[src/rtl/window_buffer_param_if.sv]
// -----------------------------------------------------------------------------
// window_buffer_param_if
// Pixel stream between the pixel-fetch controller and the window buffer.
//   pix_valid : producer has a pixel on pix_data
//   pix_data  : pixel value, PIXEL_W bits
//   pix_ready : window buffer accepts a pixel this cycle
// A pixel transfers on a rising edge where pix_valid and pix_ready are both 1.
// -----------------------------------------------------------------------------
interface window_buffer_param_if #(
  parameter int PIXEL_W = 8
) ();

  logic               pix_valid;
  logic [PIXEL_W-1:0] pix_data;
  logic               pix_ready;

  // Producer side (pixel-fetch controller)
  modport master (
    output pix_valid,
    output pix_data,
    input  pix_ready
  );

  // Consumer side (window buffer)
  modport slave (
    input  pix_valid,
    input  pix_data,
    output pix_ready
  );

endinterface

[src/rtl/window_buffer_param.sv]
// -----------------------------------------------------------------------------
// window_buffer_param
// WIN x WIN pixel window feeding the gradient compute stage. A full load
// streams WIN*WIN pixels in raster order; a shift moves the whole window one
// step (left/right/up/down) in a single cycle, zeroes the vacated line and then
// refills just that line with WIN streamed pixels.
//
// Ports
//   clk, rst      : rising-edge clock, synchronous active-high reset
//   start_load    : request a full raster-order load (sampled in IDLE only)
//   start_shift   : request a one-step shift plus line fill (IDLE only)
//   shift_direc   : 00 left, 01 right, 10 up, 11 down
//   pix_if        : pixel stream (valid/data in, ready out)
//   busy          : load or fill in progress
//   load_done     : one-cycle pulse after the last load pixel
//   shift_done    : one-cycle pulse after the last fill pixel
//   err_cmd       : one-cycle pulse for an illegal or ignored command
//   win_valid     : window holds a complete, coherent patch
//   window        : element (r,c) at bits [(r*WIN+c)*PIXEL_W +: PIXEL_W]
// -----------------------------------------------------------------------------
module window_buffer_param #(
  parameter int PIXEL_W = 8,
  parameter int WIN     = 3
) (
  input  logic                       clk,
  input  logic                       rst,
  input  logic                       start_load,
  input  logic                       start_shift,
  input  logic [1:0]                 shift_direc,
  window_buffer_param_if.slave       pix_if,
  output logic                       busy,
  output logic                       load_done,
  output logic                       shift_done,
  output logic                       err_cmd,
  output logic                       win_valid,
  output logic [WIN*WIN*PIXEL_W-1:0] window
);

  // The window must have a centre pixel, so only odd sizes of 3 or more work.
  generate
    if ((WIN < 32'sd3) || ((WIN % 32'sd2) == 32'sd0)) begin : g_win_check
      $fatal(1, "window_buffer_param: WIN must be odd and >= 3");
    end
  endgenerate

  localparam int                N_PIX     = WIN * WIN;
  localparam int                CNT_W     = $clog2(N_PIX);
  localparam logic [CNT_W-1:0]  LAST_LOAD = CNT_W'(N_PIX - 32'sd1);
  localparam logic [CNT_W-1:0]  LAST_FILL = CNT_W'(WIN - 32'sd1);
  localparam logic [CNT_W-1:0]  CNT_ONE   = CNT_W'(32'sd1);

  localparam logic [1:0] DIR_LEFT  = 2'b00;
  localparam logic [1:0] DIR_RIGHT = 2'b01;
  localparam logic [1:0] DIR_UP    = 2'b10;
  localparam logic [1:0] DIR_DOWN  = 2'b11;

  typedef enum logic [1:0] {
    ST_IDLE = 2'd0,
    ST_LOAD = 2'd1,
    ST_FILL = 2'd2
  } state_t;

  state_t             state_r, state_next_s;
  logic [CNT_W-1:0]   cnt_r;
  logic [1:0]         dir_r;
  logic               loaded_r, loaded_next_s;
  logic               pix_ready_r, busy_r, load_done_r, shift_done_r;
  logic               err_cmd_r, win_valid_r;
  logic               hs_s, last_s, load_go_s, shift_go_s, err_s, busy_next_s;
  logic [PIXEL_W-1:0] win_r      [WIN][WIN];
  logic [PIXEL_W-1:0] shifted_s  [WIN][WIN];
  logic [PIXEL_W-1:0] win_next_s [WIN][WIN];

  // Command decode and state transitions.
  always_comb begin
    state_next_s = state_r;
    load_go_s    = 1'b0;
    shift_go_s   = 1'b0;
    err_s        = 1'b0;
    last_s       = 1'b0;
    hs_s         = pix_if.pix_valid & pix_ready_r;
    case (state_r)
      ST_IDLE: begin
        if (start_load) begin
          // Load takes priority; a simultaneous shift request is flagged.
          state_next_s = ST_LOAD;
          load_go_s    = 1'b1;
          err_s        = start_shift;
        end else if (start_shift) begin
          if (loaded_r) begin
            state_next_s = ST_FILL;
            shift_go_s   = 1'b1;
          end else begin
            err_s = 1'b1;
          end
        end else begin
          state_next_s = ST_IDLE;
        end
      end
      ST_LOAD: begin
        err_s = start_load | start_shift;
        if (hs_s && (cnt_r == LAST_LOAD)) begin
          state_next_s = ST_IDLE;
          last_s       = 1'b1;
        end else begin
          state_next_s = ST_LOAD;
        end
      end
      ST_FILL: begin
        err_s = start_load | start_shift;
        if (hs_s && (cnt_r == LAST_FILL)) begin
          state_next_s = ST_IDLE;
          last_s       = 1'b1;
        end else begin
          state_next_s = ST_FILL;
        end
      end
      default: begin
        state_next_s = ST_IDLE;
      end
    endcase
  end

  // Next value of the loaded flag and of busy, used for the registered outputs.
  always_comb begin
    busy_next_s = (state_next_s != ST_IDLE);
    if (load_go_s) begin
      loaded_next_s = 1'b0;
    end else if (last_s && (state_r == ST_LOAD)) begin
      loaded_next_s = 1'b1;
    end else begin
      loaded_next_s = loaded_r;
    end
  end

  // One-step shifted copy of the window; the vacated line stays zero.
  always_comb begin
    for (int r = 32'sd0; r < WIN; r++) begin
      for (int c = 32'sd0; c < WIN; c++) begin
        shifted_s[r][c] = '0;
      end
    end
    case (shift_direc)
      DIR_LEFT: begin
        for (int r = 32'sd0; r < WIN; r++) begin
          for (int c = 32'sd0; c < WIN - 32'sd1; c++) begin
            shifted_s[r][c] = win_r[r][c+32'sd1];
          end
        end
      end
      DIR_RIGHT: begin
        for (int r = 32'sd0; r < WIN; r++) begin
          for (int c = 32'sd1; c < WIN; c++) begin
            shifted_s[r][c] = win_r[r][c-32'sd1];
          end
        end
      end
      DIR_UP: begin
        for (int r = 32'sd0; r < WIN - 32'sd1; r++) begin
          for (int c = 32'sd0; c < WIN; c++) begin
            shifted_s[r][c] = win_r[r+32'sd1][c];
          end
        end
      end
      DIR_DOWN: begin
        for (int r = 32'sd1; r < WIN; r++) begin
          for (int c = 32'sd0; c < WIN; c++) begin
            shifted_s[r][c] = win_r[r-32'sd1][c];
          end
        end
      end
      default: begin
        shifted_s[0][0] = '0;
      end
    endcase
  end

  // Next window contents: whole-window shift, or a single pixel write.
  always_comb begin
    logic wr_hit;
    wr_hit     = 1'b0;
    win_next_s = win_r;
    if (shift_go_s) begin
      win_next_s = shifted_s;
    end else if (hs_s) begin
      for (int r = 32'sd0; r < WIN; r++) begin
        for (int c = 32'sd0; c < WIN; c++) begin
          if (state_r == ST_LOAD) begin
            wr_hit = (cnt_r == CNT_W'(r * WIN + c));
          end else begin
            // Fill walks the vacated line: columns top-down, rows left-right.
            case (dir_r)
              DIR_LEFT:  wr_hit = (c == WIN - 32'sd1) && (cnt_r == CNT_W'(r));
              DIR_RIGHT: wr_hit = (c == 32'sd0)       && (cnt_r == CNT_W'(r));
              DIR_UP:    wr_hit = (r == WIN - 32'sd1) && (cnt_r == CNT_W'(c));
              DIR_DOWN:  wr_hit = (r == 32'sd0)       && (cnt_r == CNT_W'(c));
              default:   wr_hit = 1'b0;
            endcase
          end
          if (wr_hit) begin
            win_next_s[r][c] = pix_if.pix_data;
          end else begin
            win_next_s[r][c] = win_r[r][c];
          end
        end
      end
    end else begin
      win_next_s = win_r;
    end
  end

  // State, counter, window storage and registered outputs.
  always_ff @(posedge clk) begin
    if (rst) begin
      state_r      <= ST_IDLE;
      cnt_r        <= '0;
      dir_r        <= 2'b00;
      loaded_r     <= 1'b0;
      pix_ready_r  <= 1'b0;
      busy_r       <= 1'b0;
      load_done_r  <= 1'b0;
      shift_done_r <= 1'b0;
      err_cmd_r    <= 1'b0;
      win_valid_r  <= 1'b0;
      for (int r = 32'sd0; r < WIN; r++) begin
        for (int c = 32'sd0; c < WIN; c++) begin
          win_r[r][c] <= '0;
        end
      end
    end else begin
      state_r <= state_next_s;
      // Counter advances only on handshakes and wraps when the transfer ends.
      if (last_s) begin
        cnt_r <= '0;
      end else if (hs_s) begin
        cnt_r <= cnt_r + CNT_ONE;
      end
      if (shift_go_s) begin
        dir_r <= shift_direc;
      end
      loaded_r     <= loaded_next_s;
      pix_ready_r  <= busy_next_s;
      busy_r       <= busy_next_s;
      load_done_r  <= last_s && (state_r == ST_LOAD);
      shift_done_r <= last_s && (state_r == ST_FILL);
      err_cmd_r    <= err_s;
      win_valid_r  <= loaded_next_s & ~busy_next_s;
      win_r        <= win_next_s;
    end
  end

  assign pix_if.pix_ready = pix_ready_r;
  assign busy             = busy_r;
  assign load_done        = load_done_r;
  assign shift_done       = shift_done_r;
  assign err_cmd          = err_cmd_r;
  assign win_valid        = win_valid_r;

  for (genvar gr = 0; gr < WIN; gr++) begin : g_row
    for (genvar gc = 0; gc < WIN; gc++) begin : g_col
      assign window[(gr*WIN+gc)*PIXEL_W +: PIXEL_W] = win_r[gr][gc];
    end
  end

endmodule

[src/flat_wrapper.sv]
// flat-port wrapper written by rule: the top's interface ports become plain ports
module window_buffer_param_flat 
#(
  parameter int PIXEL_W = 8,
  parameter int WIN     = 3
)
  (clk, rst, start_load, start_shift, shift_direc, busy, load_done, shift_done, err_cmd, win_valid, window, pix_if_pix_valid, pix_if_pix_data, pix_if_pix_ready);
  window_buffer_param_if #(.PIXEL_W(PIXEL_W)) pix_if_i ();
  input  logic clk;
  input  logic rst;
  input  logic start_load;
  input  logic start_shift;
  input  logic [1:0] shift_direc;
  output logic busy;
  output logic load_done;
  output logic shift_done;
  output logic err_cmd;
  output logic win_valid;
  output logic [WIN*WIN*PIXEL_W-1:0] window;
  input wire logic [$bits(pix_if_i.pix_valid)-1:0] pix_if_pix_valid;
  input wire logic [$bits(pix_if_i.pix_data)-1:0] pix_if_pix_data;
  output wire logic [$bits(pix_if_i.pix_ready)-1:0] pix_if_pix_ready;
  assign pix_if_i.pix_valid = pix_if_pix_valid;
  assign pix_if_i.pix_data = pix_if_pix_data;
  assign pix_if_pix_ready = pix_if_i.pix_ready;
  window_buffer_param #(.PIXEL_W(PIXEL_W), .WIN(WIN)) u_core (.clk(clk), .rst(rst), .start_load(start_load), .start_shift(start_shift), .shift_direc(shift_direc), .pix_if(pix_if_i), .busy(busy), .load_done(load_done), .shift_done(shift_done), .err_cmd(err_cmd), .win_valid(win_valid), .window(window));
endmodule
[config.mk]
export PLATFORM = sky130hd
export DESIGN_NAME = window_buffer_param_flat
export DESIGN_NICKNAME = d
export VERILOG_FILES = /design/src/rtl/window_buffer_param_if.sv /design/src/rtl/window_buffer_param.sv /design/src/flat_wrapper.sv
export SDC_FILE = /design/constraint.sdc
export NUM_CORES = 1
export LEC_CHECK = 0
export ABC_AREA = 1
export BUFFER_PORTS_ARGS = -buffer_cell sky130_fd_sc_hd__buf_4
export CORE_UTILIZATION = 35
export CTS_CLUSTER_SIZE = 10
export DETAILED_ROUTE_END_ITERATION = 6
export SLEW_MARGIN = 5
export SYNTH_ARGS = -nofsm -noshare
export SYNTH_HDL_FRONTEND = slang
export SYNTH_SLANG_ARGS = --single-unit
export TNS_END_PERCENT = 20
[constraint.sdc]
create_clock -name clk -period 3.75 [get_ports clk]
set_input_delay 0.1875 -clock clk [delete_from_list [all_inputs] [get_ports clk]]
set_output_delay 0.1875 -clock clk [all_outputs]
set_load 0.005 [all_outputs]
# ---- Word-level counts from Yosys, hierarchy flattened
# Cells that the tools add are included.
# Widths: inputs -> output; s select.
dict set report totals {
  ff_bits 86
  in_bits 15
}
dict set report classes {
  add_sub_neg 1
  n_bitwise 4
  n_eq_ne 16
  n_mux 77
  reduce_logical 39
}
# operator count
set op_table {}
lappend op_table {{$mux 72} 2}
lappend op_table {{$pmux 8 s3} 4}
lappend op_table {{$mux 8} 9}
lappend op_table {{$pmux 8 s2} 4}
lappend op_table {{$mux 1} 42}
lappend op_table {{$pmux 8 s4} 1}
lappend op_table {{$reduce_bool 2->1} 11}
lappend op_table {{$reduce_and 2->1} 9}
lappend op_table {{$eq 4x3->1 const B} 4}
lappend op_table {{$pmux 1 s2} 8}
lappend op_table {{$reduce_or 2->1} 6}
lappend op_table {{$reduce_or 3->1} 4}
lappend op_table {{$eq 2x2->1 const B} 5}
lappend op_table {{$eq 4x2->1 const B} 2}
lappend op_table {{$mux 2} 4}
lappend op_table {{$eq 2x1->1 const B} 3}
lappend op_table {{$logic_not 2->1} 3}
lappend op_table {{$pmux 1 s3} 2}
lappend op_table {{$pmux 2 s3} 1}
lappend op_table {{$add 4x1->4 const B} 1}
lappend op_table {{$eq 4x1->1 const B} 1}
lappend op_table {{$eq 4x4->1 const B} 1}
lappend op_table {{$logic_and 1x1->1} 4}
lappend op_table {{$logic_not 4->1} 1}
lappend op_table {{other kinds (4)} 5}

# ---- Depth between registers and ports, before layout
# Gate-level depths: netlist of the first run.
dict set report logic_depth {
  word_depth 9
  mapped_depth 12
}

# ---- Worst setup path before layout of the first run
# OpenSTA, ideal clock, no wires.
dict set report synth_timing {
  path_type {flip-flop to flip-flop}
  from {register u_core.state_r[0]}
  to {register u_core.win_r, in the netlist u_core.window[30]}
  path_buffers 2
  period_less_slack_ns 1.569
  setup_slack_ns 2.181
  arrival_ns 1.456
  path_stages_with_launch 13
  path_cell_list {dfxtp_1 -> inv_1 -> ha_1 -> nand2_2 -> nor2_4 -> nand2_4 -> buf_6 -> nand3_2 -> nand2_4 -> buf_6 -> nand2_1 -> nand2_1 -> nor2_1}
}
dict set report synth_between {
  elab_chain_len 6
}
# element line_no
set synth_rtl {}
lappend synth_rtl {{start: declaration} window_buffer_param.sv:63} ;# state_t state_r, state_next_s;
lappend synth_rtl {{start signal: assignment} window_buffer_param.sv:231} ;# state_r <= state_next_s;
lappend synth_rtl {{$eq 2x1->1} window_buffer_param.sv:188} ;# if (state_r == ST_LOAD) begin
lappend synth_rtl {{$mux 1} window_buffer_param.sv:188}
lappend synth_rtl {{$mux 1} window_buffer_param.sv:185} ;# end else if (hs_s) begin
lappend synth_rtl {{$mux 1} window_buffer_param.sv:183} ;# if (shift_go_s) begin
lappend synth_rtl {{$reduce_bool 2->1 (no source line)} -}
lappend synth_rtl {{$reduce_and 2->1 (no source line)} -}
lappend synth_rtl {{end signal: assignment} window_buffer_param.sv:248} ;# win_r <= win_next_s;
lappend synth_rtl {{end: declaration} window_buffer_param.sv:70} ;# logic [PIXEL_W-1:0] win_r [WIN][WIN];
# Several ways; a longest one is shown, not always the timed one. The select of a mux whose other input is x is not followed.
# A chain may end at the register's enable or synchronous reset.

# ---- Worst setup path after layout of the first run
dict set report layout_timing {
  from {register u_core.state_r[0]}
  to {register u_core.win_r, in the netlist u_core.window[40]}
}
# Same word-level chain as after synthesis.

==> results of run 1 <==
state kept, by name (all words and copies together) (netlist names):
| register | count |
|---|---|
| u_core.dir_r | 2 |
| u_core.loaded_r | 1 |
| u_core.cnt_r | 4 |
| u_core.err_cmd | 1 |
| u_core.pix_if.pix_ready | 1 |
| u_core.state_r | 2 |
| u_core.win_valid | 1 |
| u_core.load_done | 1 |
| u_core.window | 72 |
| u_core.shift_done | 1 |
through the flow:
step	area [µm²]	hold WS [ns]	cells	util, %
after global routing	6560	0.145	1203	42.7
after CTS	6560	0.124	1203	42.7
after detailed placement	6280	0.498	1189	40.9
after floorplan	5570	0.352	930	-
final	6560	0.135	1203	42.7
after global placement	6280	0.499	1189	40.9
report_power, final:
part | total, W | internal, W | switching (W)
Combinational | 0.000242 | 0.0000723 | 0.000170
Clock | 0.000881 | 0.000495 | 0.000385
Sequential | 0.000954 | 0.000929 | 0.0000250
Total | 0.00208 | 0.00150 | 0.000580
path summary, 6_finish.rpt:
path / from / endpoint / cells past startpoint
worst max register to register: u_core.state_r[0]$_SDFF_PP0_ / u_core.window[40]$_SDFFE_PP0P_ / 10
worst max-delay path: u_core.state_r[0]$_SDFF_PP0_ / u_core.window[40]$_SDFFE_PP0P_ / 10
worst min-delay path: rst / u_core.window[1]$_SDFFE_PP0P_ / 2
worst min register to register: u_core.dir_r[0]$_SDFFE_PP0P_ / u_core.dir_r[0]$_SDFFE_PP0P_ / 2
layout make-up:
type	instances	area [µm²]
flip-flops and latches	86	1720
fillers	1699	8810
well taps	211	264
multi-input cells	724	3300
clock inverters	1	5.00
clock buffers	13	270
repair buffers	98	736
inverters	70	263
metal layers:
layer  share of wire, %  GRT usage [%]  up-vias
met2                 46           39.5      297
met5                  0              0        -
met1                 44           34.1     2844
met3                7.7           4.59       34
met4                2.4           10.3        0
li1                   -              -     3066
critical path, stage by stage, from the launching register on:
cell     delay [ns]
dfxtp_1        0.38
inv_1          0.10
ha_1           0.26
nand2_2        0.12
nor2_4         0.05
nand2_4        0.46
nand2_2        0.58
o21ai_4        0.38
nand2_1        0.11
nand2_1        0.08
nor2_1         0.04
cell usage in the layout, fill, tap and decap left out, types with 6 or more instances in the layout:
cell type	count
o21ai_1	6
o22ai_1	9
nand4_1	6
nand2_2	7
ha_1	14
o21ai_0	38
nor2_1	135
a21oi_1	78
dfxtp_1	86
nand2_1	337
o211ai_1	10
buf_4	98
nand3_1	51
clkbuf_16	9
inv_1	66
and3_1	14
cells by family (layout without fill, tap and decap cells):
group	Yosys count	after routing	synth area share, %
AO/OA/AOI/OAI	144	144	13.9
XOR/XNOR	2	2	0.314
adder cells (fa/ha/maj)	15	15	3.37
buffers and inverters	120	182	10.1
flip-flops	86	86	30.9
AND/OR/NAND/NOR	563	563	41.5
==> metrics.cfg, run 1 <==
[global_route]
overflow = 0
grt_pass1_vias = 5483
grt.total_usage_pct = 25.3
grt_pass1_wl_mm = 31.4
grt_max_degree = 54
antenna_found_initial = 0

[min_path]
hold_path_class = in2reg

[floorplanning]
start_util_pct = 36.3
die_w_um = 128
coreArea_mm2 = 0.0154
io_pins = 93
die_h_um = 128
die-area_mm2 = 0.0164
rows = 45

[clock_network]
root_buffer = clkbuf_16
path_clk_slew_ns = 0.06
clk_latency_ns = 0.36
postCtsSetupBuffers = 0
clock-sinks = 86
clk_path_buf_depth = 2
numCtsBuffers = 9
cts_resized = 0
h-tree-depth = 3
ctsHoldBuffers = 0
cts_tree = built

[timing]
setup_viol_count_final = 0
maxSlewViolCount = 0
rsz0062_at_grt = false
tightest_slew_ns = 0.994
period_share_pct = 72.4
hold_viol = 0
fin_ws_ns = 1.04
skew_ns = 0.00977
max_freq_mhz = 368
fin_crit_ns = 2.71
fin_tns_setup_ns = 0
max_slew_margin_pct = 33.8

[synth]
yosys.cell_count.top_type = nand2_1
ys_seq_area_share_pct = 30.9
synth_area_mm2 = 0.00557
avgSynthCellArea_um2 = 5.99
syn_nets = 960
synthArstFlopShare_pct = 0
yosys-top-cells-area = dfxtp_1, nand2_1, nor2_1, a21oi_1, nand3_1
syn_inst = 930
ys_ff_latch = 86
synth_edf_count = 0
netlist.area_leader.share_pct = 30.9
synthDistinctLibCells = 29
ys_warn_count = 0
synth.top_cells.by_count = nand2_1, nor2_1, dfxtp_1
yosys.area.top_type = dfxtp_1
synth_flop_cell = dfxtp_1

[detailed_routing]
num_vias = 6241
dr.pass1.iters = 5
viasPerCell = 5.19
drt_first_iter_violations = 583
ant_nets = 0
drt_wl_total_mm = 20.4
drc_errors = 0
wl_per_cell_um = 17.0

[place]
place_congestion = 0.903
dp_hpwl_mm = 14.3
post-place-ws_ns = 1.10
portBuffers = 92

[cells_and_area]
nets = 1019
drive_gt1_share_pct = 13.6
areaGrowthSynthToFinish_pct = 17.6
diodes = 0

[pwr]
totalPowerFinal_w = 0.00208
leakagePower_nw = 3.08
p_per_area_mw_per_mm2 = 317
vdd_drop_max_uv = 241

[critical_path]
worst_ep_arrival_time_ns = 2.97
required_ns = 4.01
worst_setup_path_end_kind = flop
rrSetupSlack_ns = 1.04
critical_path_class = reg2reg
critPathMaxFanout = 53
startpoint_type = flop

[status]
status = completed

[job]
max-cap-violations = 0

(Power assumes the default switching activity.)
==> run 2, diff against run 1 <==
clock period = 2.21 ns   (was 3.75 ns; I/O delays follow)
==> metrics.cfg, run 2 (same netlist as run 1, synthesis figures left out) <==
[place]
dp_hpwl_mm = 14.9
post-place-ws_ns = 0.227
dpl_cell_area_mm2 = 0.00643
place_congestion = 0.915
portBuffers = 92

[clock_network]
cts_resized = 0
h-tree-depth = 3
cts_tree = built
clk_latency_ns = 0.35
postCtsSetupBuffers = 0
clock-sinks = 86
numCtsBuffers = 9
clk_path_buf_depth = 2
ctsHoldBuffers = 0
root_buffer = clkbuf_16
path_clk_slew_ns = 0.06

[pwr]
comb_power_share_pct = 12.5
p_per_area_mw_per_mm2 = 516
vdd_drop_max_uv = 342
swShare_pct = 27.7
clkPwrFrac_pct = 40.7
sequentialPowerShare_pct = 46.8
netSwitchingPower_w = 0.000955
internal_power_w = 0.00250
leakagePower_nw = 3.15
totalPowerFinal_w = 0.00345

[cells_and_area]
final_common_cell = nand2_1
areaGrowthSynthToFinish_pct = 20.0
drive_gt1_share_pct = 14.8
nets = 1034
mostFrequentLayoutCells = nand2_1, nor2_1, buf_4
diodes = 0
largest_reg_flops = 72
stdcell_area_mm2 = 0.00669

[detailed_routing]
dr.pass1.iters = 6
wl_met2_mm = 9.20
drt_first_iter_violations = 651
wl_per_cell_um = 16.7
drt_wl_total_mm = 20.4
met3WireLength_mm = 1.59
num_vias = 6271
drt-met1-wl_mm = 8.96
drc_errors = 0
viasPerCell = 5.15
top_layer_used = met4
ant_nets = 0

[job]
max-cap-violations = 0

[floorplanning]
io_pins = 93
rows = 45
start_util_pct = 36.3
coreArea_mm2 = 0.0154
die-area_mm2 = 0.0164
die_w_um = 128
die_h_um = 128

[critical_path]
crit_family = simple AND/OR/NAND/NOR gates
worst_ep_arrival_time_ns = 2.28
cp_num_buf_inv = 3
required_ns = 2.50
startpoint_type = flop
critPathMaxFanout = 20
slowest_delay_ns = 0.38
critical_path_class = reg2reg
slowest_stage = dfxtp_1
worst_setup_path_end_kind = flop
crit_chain = inv_1, ha_1, nand2_2, nor2_4, nand2_4, buf_4, nand2_1, inv_1, nor2_1, nand3_1, nand2_1, nor2_1

[global_route]
antenna_found_initial = 0
grt_pass1_vias = 5750
grt_max_degree = 56
grt.total_usage_pct = 25.4
grt_pass1_wl_mm = 31.8
overflow = 0

[timing]
fin_crit_ns = 1.99
period_share_pct = 89.9
maxSlewViolCount = 0
fin_ws_ns = 0.223
fin_tns_setup_ns = 0
max_slew_margin_pct = 54.4
rsz0062_at_grt = false
setup_viol_count_final = 0
skew_ns = 0.00875
max_freq_mhz = 503
tightest_slew_ns = 0.684
hold_viol = 0

[min_path]
hold_path_class = in2reg

[status]
status = completed

-- run 2: cell types whose count changed in the layout (fill, tap and decap cells not counted), sizes merged --
cell / delta
buf: +15
clkinv: +1
clkbuf: -1
-- run 2: area by class of cell --
class | count | area, µm²
timing repair buffer | 113 | 886
inverter | 70 | 263
sequential | 86 | 1720
tap | 211 | 264
multi-input combinational | 724 | 3300
clock buffer | 12 | 246
fill | 1668 | 8680
clock inverter | 2 | 10.0
-- run 2: metal layers --
| metal | global-route usage (%) | vias to the layer above |
|---|---|---|
| li1 | - | 3089 |
| met1 | 34.4 | 2855 |
| met2 | 39.4 | 288 |
| met3 | 4.30 | 39 |
| met4 | 11.3 | 0 |
| met5 | 0 | - |
-- run 2: path summary, 6_finish.rpt --
check	slack, ns	depth (start not counted)	end	start
hold / removal	0.06	2	u_core.window[0]$_SDFFE_PP0P_	rst
hold reg to reg	0.52	2	u_core.cnt_r[0]$_SDFFE_PP0P_	u_core.cnt_r[0]$_SDFFE_PP0P_
setup reg to reg	0.22	12	u_core.window[51]$_SDFFE_PP0P_	u_core.state_r[0]$_SDFF_PP0_
setup / recovery	0.22	12	u_core.window[51]$_SDFFE_PP0P_	u_core.state_r[0]$_SDFF_PP0_
-- run 2: stage by stage --
stage	utilization, %	hold WS, ns	std cells
after global placement	41.8	0.427	1204
after global routing	43.5	0.0664	1218
after floorplan	-	0.275	930
after CTS	43.5	0.0552	1218
final	43.5	0.0596	1218
after detailed placement	41.8	0.424	1204
-- run 2: power groups by stage --
stage	logic (W)	registers (W)	clock network [W]
6_report	0.000432	0.00162	0.00140
5_1_grt	0.000474	0.00162	0.00150
4_1_cts	0.000426	0.00162	0.00143
3_5_place_dp	0.000425	0.00165	0
3_3_place_gp	0.000427	0.00165	0
2_1_floorplan	0.000260	0.00163	0
-- run 2: worst register-to-register path: stages, from the launching register on --
cell,delay (ns)
dfxtp_1,0.38
inv_1,0.08
ha_1,0.25
nand2_2,0.12
nor2_4,0.05
nand2_4,0.12
buf_4,0.27
nand2_1,0.20
inv_1,0.20
nor2_1,0.06
nand3_1,0.07
nand2_1,0.05
nor2_1,0.10
==> run 3, diff against run 2 <==
TNS_END_PERCENT = 50   (was 20)
clock period = 1.6 ns   (was 2.21 ns; I/O delays follow)
==> metrics.cfg, run 3 (same netlist as run 1, synthesis figures left out) <==
[status]
status = finished, violations left
violations = setup timing

[floorplanning]
io_pins = 93
start_util_pct = 36.3
rows = 45
coreArea_mm2 = 0.0154
die-area_mm2 = 0.0164
die_w_um = 128
die_h_um = 128

[timing]
max_freq_mhz = 584
rsz0062_at_grt = true
skew_ns = 0.00744
period_share_pct = 107
max_slew_margin_pct = 73.0
hold_viol = 0
setup_viol_count_final = 71
tightest_slew_ns = 0.405
maxSlewViolCount = 0
fin_crit_ns = 1.71
hold_slack_ns = 0.0213
fin_ws_ns = -0.114

[cells_and_area]
areaGrowthSynthToFinish_pct = 46.3
diodes = 0
mostFrequentLayoutCells = nand2_1, buf_4, nor2_1
stdcell_count = 1287
drive_gt1_share_pct = 30.9
final_common_cell = nand2_1
largest_reg_flops = 72
nets = 1103

[detailed_routing]
ant_nets = 0
wl_per_cell_um = 17.8
num_vias = 6734
drt_first_iter_violations = 550
drt_wl_total_mm = 22.9
dr.pass1.iters = 6
viasPerCell = 5.23
drc_errors = 0

[min_path]
hold_depth = 2
hold_path_class = in2reg
holdPathEnd = u_core.window[4]$_SDFFE_PP0P_
min-delay-start = rst

[clock_network]
clk_latency_ns = 0.36
numCtsBuffers = 9
clock-sinks = 86
root_buffer = clkbuf_16
cts_tree = built
path_clk_slew_ns = 0.06
ctsHoldBuffers = 0
h-tree-depth = 3
clk_path_buf_depth = 2

[pwr]
leakagePower_nw = 3.58
vdd_drop_max_uv = 538
p_per_area_mw_per_mm2 = 646

[critical_path]
required_ns = 1.89
worst_ep_arrival_time_ns = 2.00
crit_family = buffers and inverters
critical_path_class = reg2reg
reg2regPathDepth = 12
rrSetupSlack_ns = -0.11
r2r-end = u_core.window[5]$_SDFFE_PP0P_
worst_setup_path_end_kind = flop
critPathMaxFanout = 8
slowest_stage = dfxtp_2
reg2reg_from = u_core.state_r[1]$_SDFF_PP0_
slowest_delay_ns = 0.33
crit_chain = inv_2, ha_4, nand2_4, nor2_4, buf_12, nand2_8, buf_6, o21ai_4, buf_12, buf_6, o21ai_2, a21oi_1
cp_num_buf_inv = 5
startpoint_type = flop

[place]
portBuffers = 92
placedCellCount = 1252
dp_hpwl_mm = 15.6
post-place-ws_ns = -0.221
place_congestion = 0.904

[global_route]
grt_pass1_wl_mm = 34.4
grt_pass1_vias = 6242
overflow = 0
grt_max_degree = 52
antenna_found_initial = 1
grt.total_usage_pct = 28.0

[job]
max-cap-violations = 0

run 3: cell count changes in the layout (fill, tap and decap cells not counted), sizes merged:
cell,before,now
buf,113,178
clkinv,2,0
nand2,348,352
bufinv,0,1
clkbuf,12,13
run 3: per-layer routing:
metal  track usage [%]  wire length, µm
met5                 0               13
met4              14.5              969
met3              7.39             1680
met1              34.1             9470
met2              45.1            10700
run 3: layout make-up:
cell class,instances,area (µm²)
sequential,86,1730
clock buffer,13,260
inverter,70,280
clock inverter,1,30.0
fill,1512,7210
timing repair buffer,178,1640
tap,211,264
multi-input combinational,728,3960
run 3: power breakdown:
part	total, W	internal, W	switching [W]
clock network	0.00216	0.00128	0.000878
registers	0.00223	0.00218	0.0000572
logic	0.000874	0.000367	0.000507
run 3: how the worst max path moves through the flow:
stage	from	to	slack, ns	cells past startpoint
6_report	u_core.state_r[1]$_SDFF_PP0_	u_core.window[5]$_SDFFE_PP0P_	-0.11	12
5_1_grt	u_core.state_r[1]$_SDFF_PP0_	u_core.window[69]$_SDFFE_PP0P_	-0.20	11
4_1_cts	u_core.state_r[0]$_SDFF_PP0_	u_core.win_valid$_SDFF_PP0_	-0.1	13
3_5_place_dp	u_core.state_r[0]$_SDFF_PP0_	u_core.window[54]$_SDFFE_PP0P_	-0.22	10
3_3_place_gp	u_core.state_r[1]$_SDFF_PP0_	u_core.window[44]$_SDFFE_PP0P_	-0.20	9
2_1_floorplan	u_core.state_r[0]$_SDFF_PP0_	u_core.window[30]$_SDFFE_PP0P_	0.03	12
run 3: repair_timing:
action | 4_1_cts | 5_1_grt
pin swaps | 29 | 31
setup endpoints to repair | 72 | 84
resized for setup | 114 | 89
cloned | 4 | 0
buffers inserted | 15 | 7
endpoints found under the hold margin | 0 | 0
run 3: through the flow:
stage          util (%)  power, W  area, µm²  setup TNS, ns
2_1_floorplan         -   0.00261       5570              0
3_3_place_gp       44.8   0.00298       6890          -9.49
3_5_place_dp       44.8   0.00298       6890         -11.73
4_1_cts            50.4   0.00522       7740          -1.95
5_1_grt            53.1   0.00546       8160         -11.36
6_report           53.1   0.00527       8160          -4.70
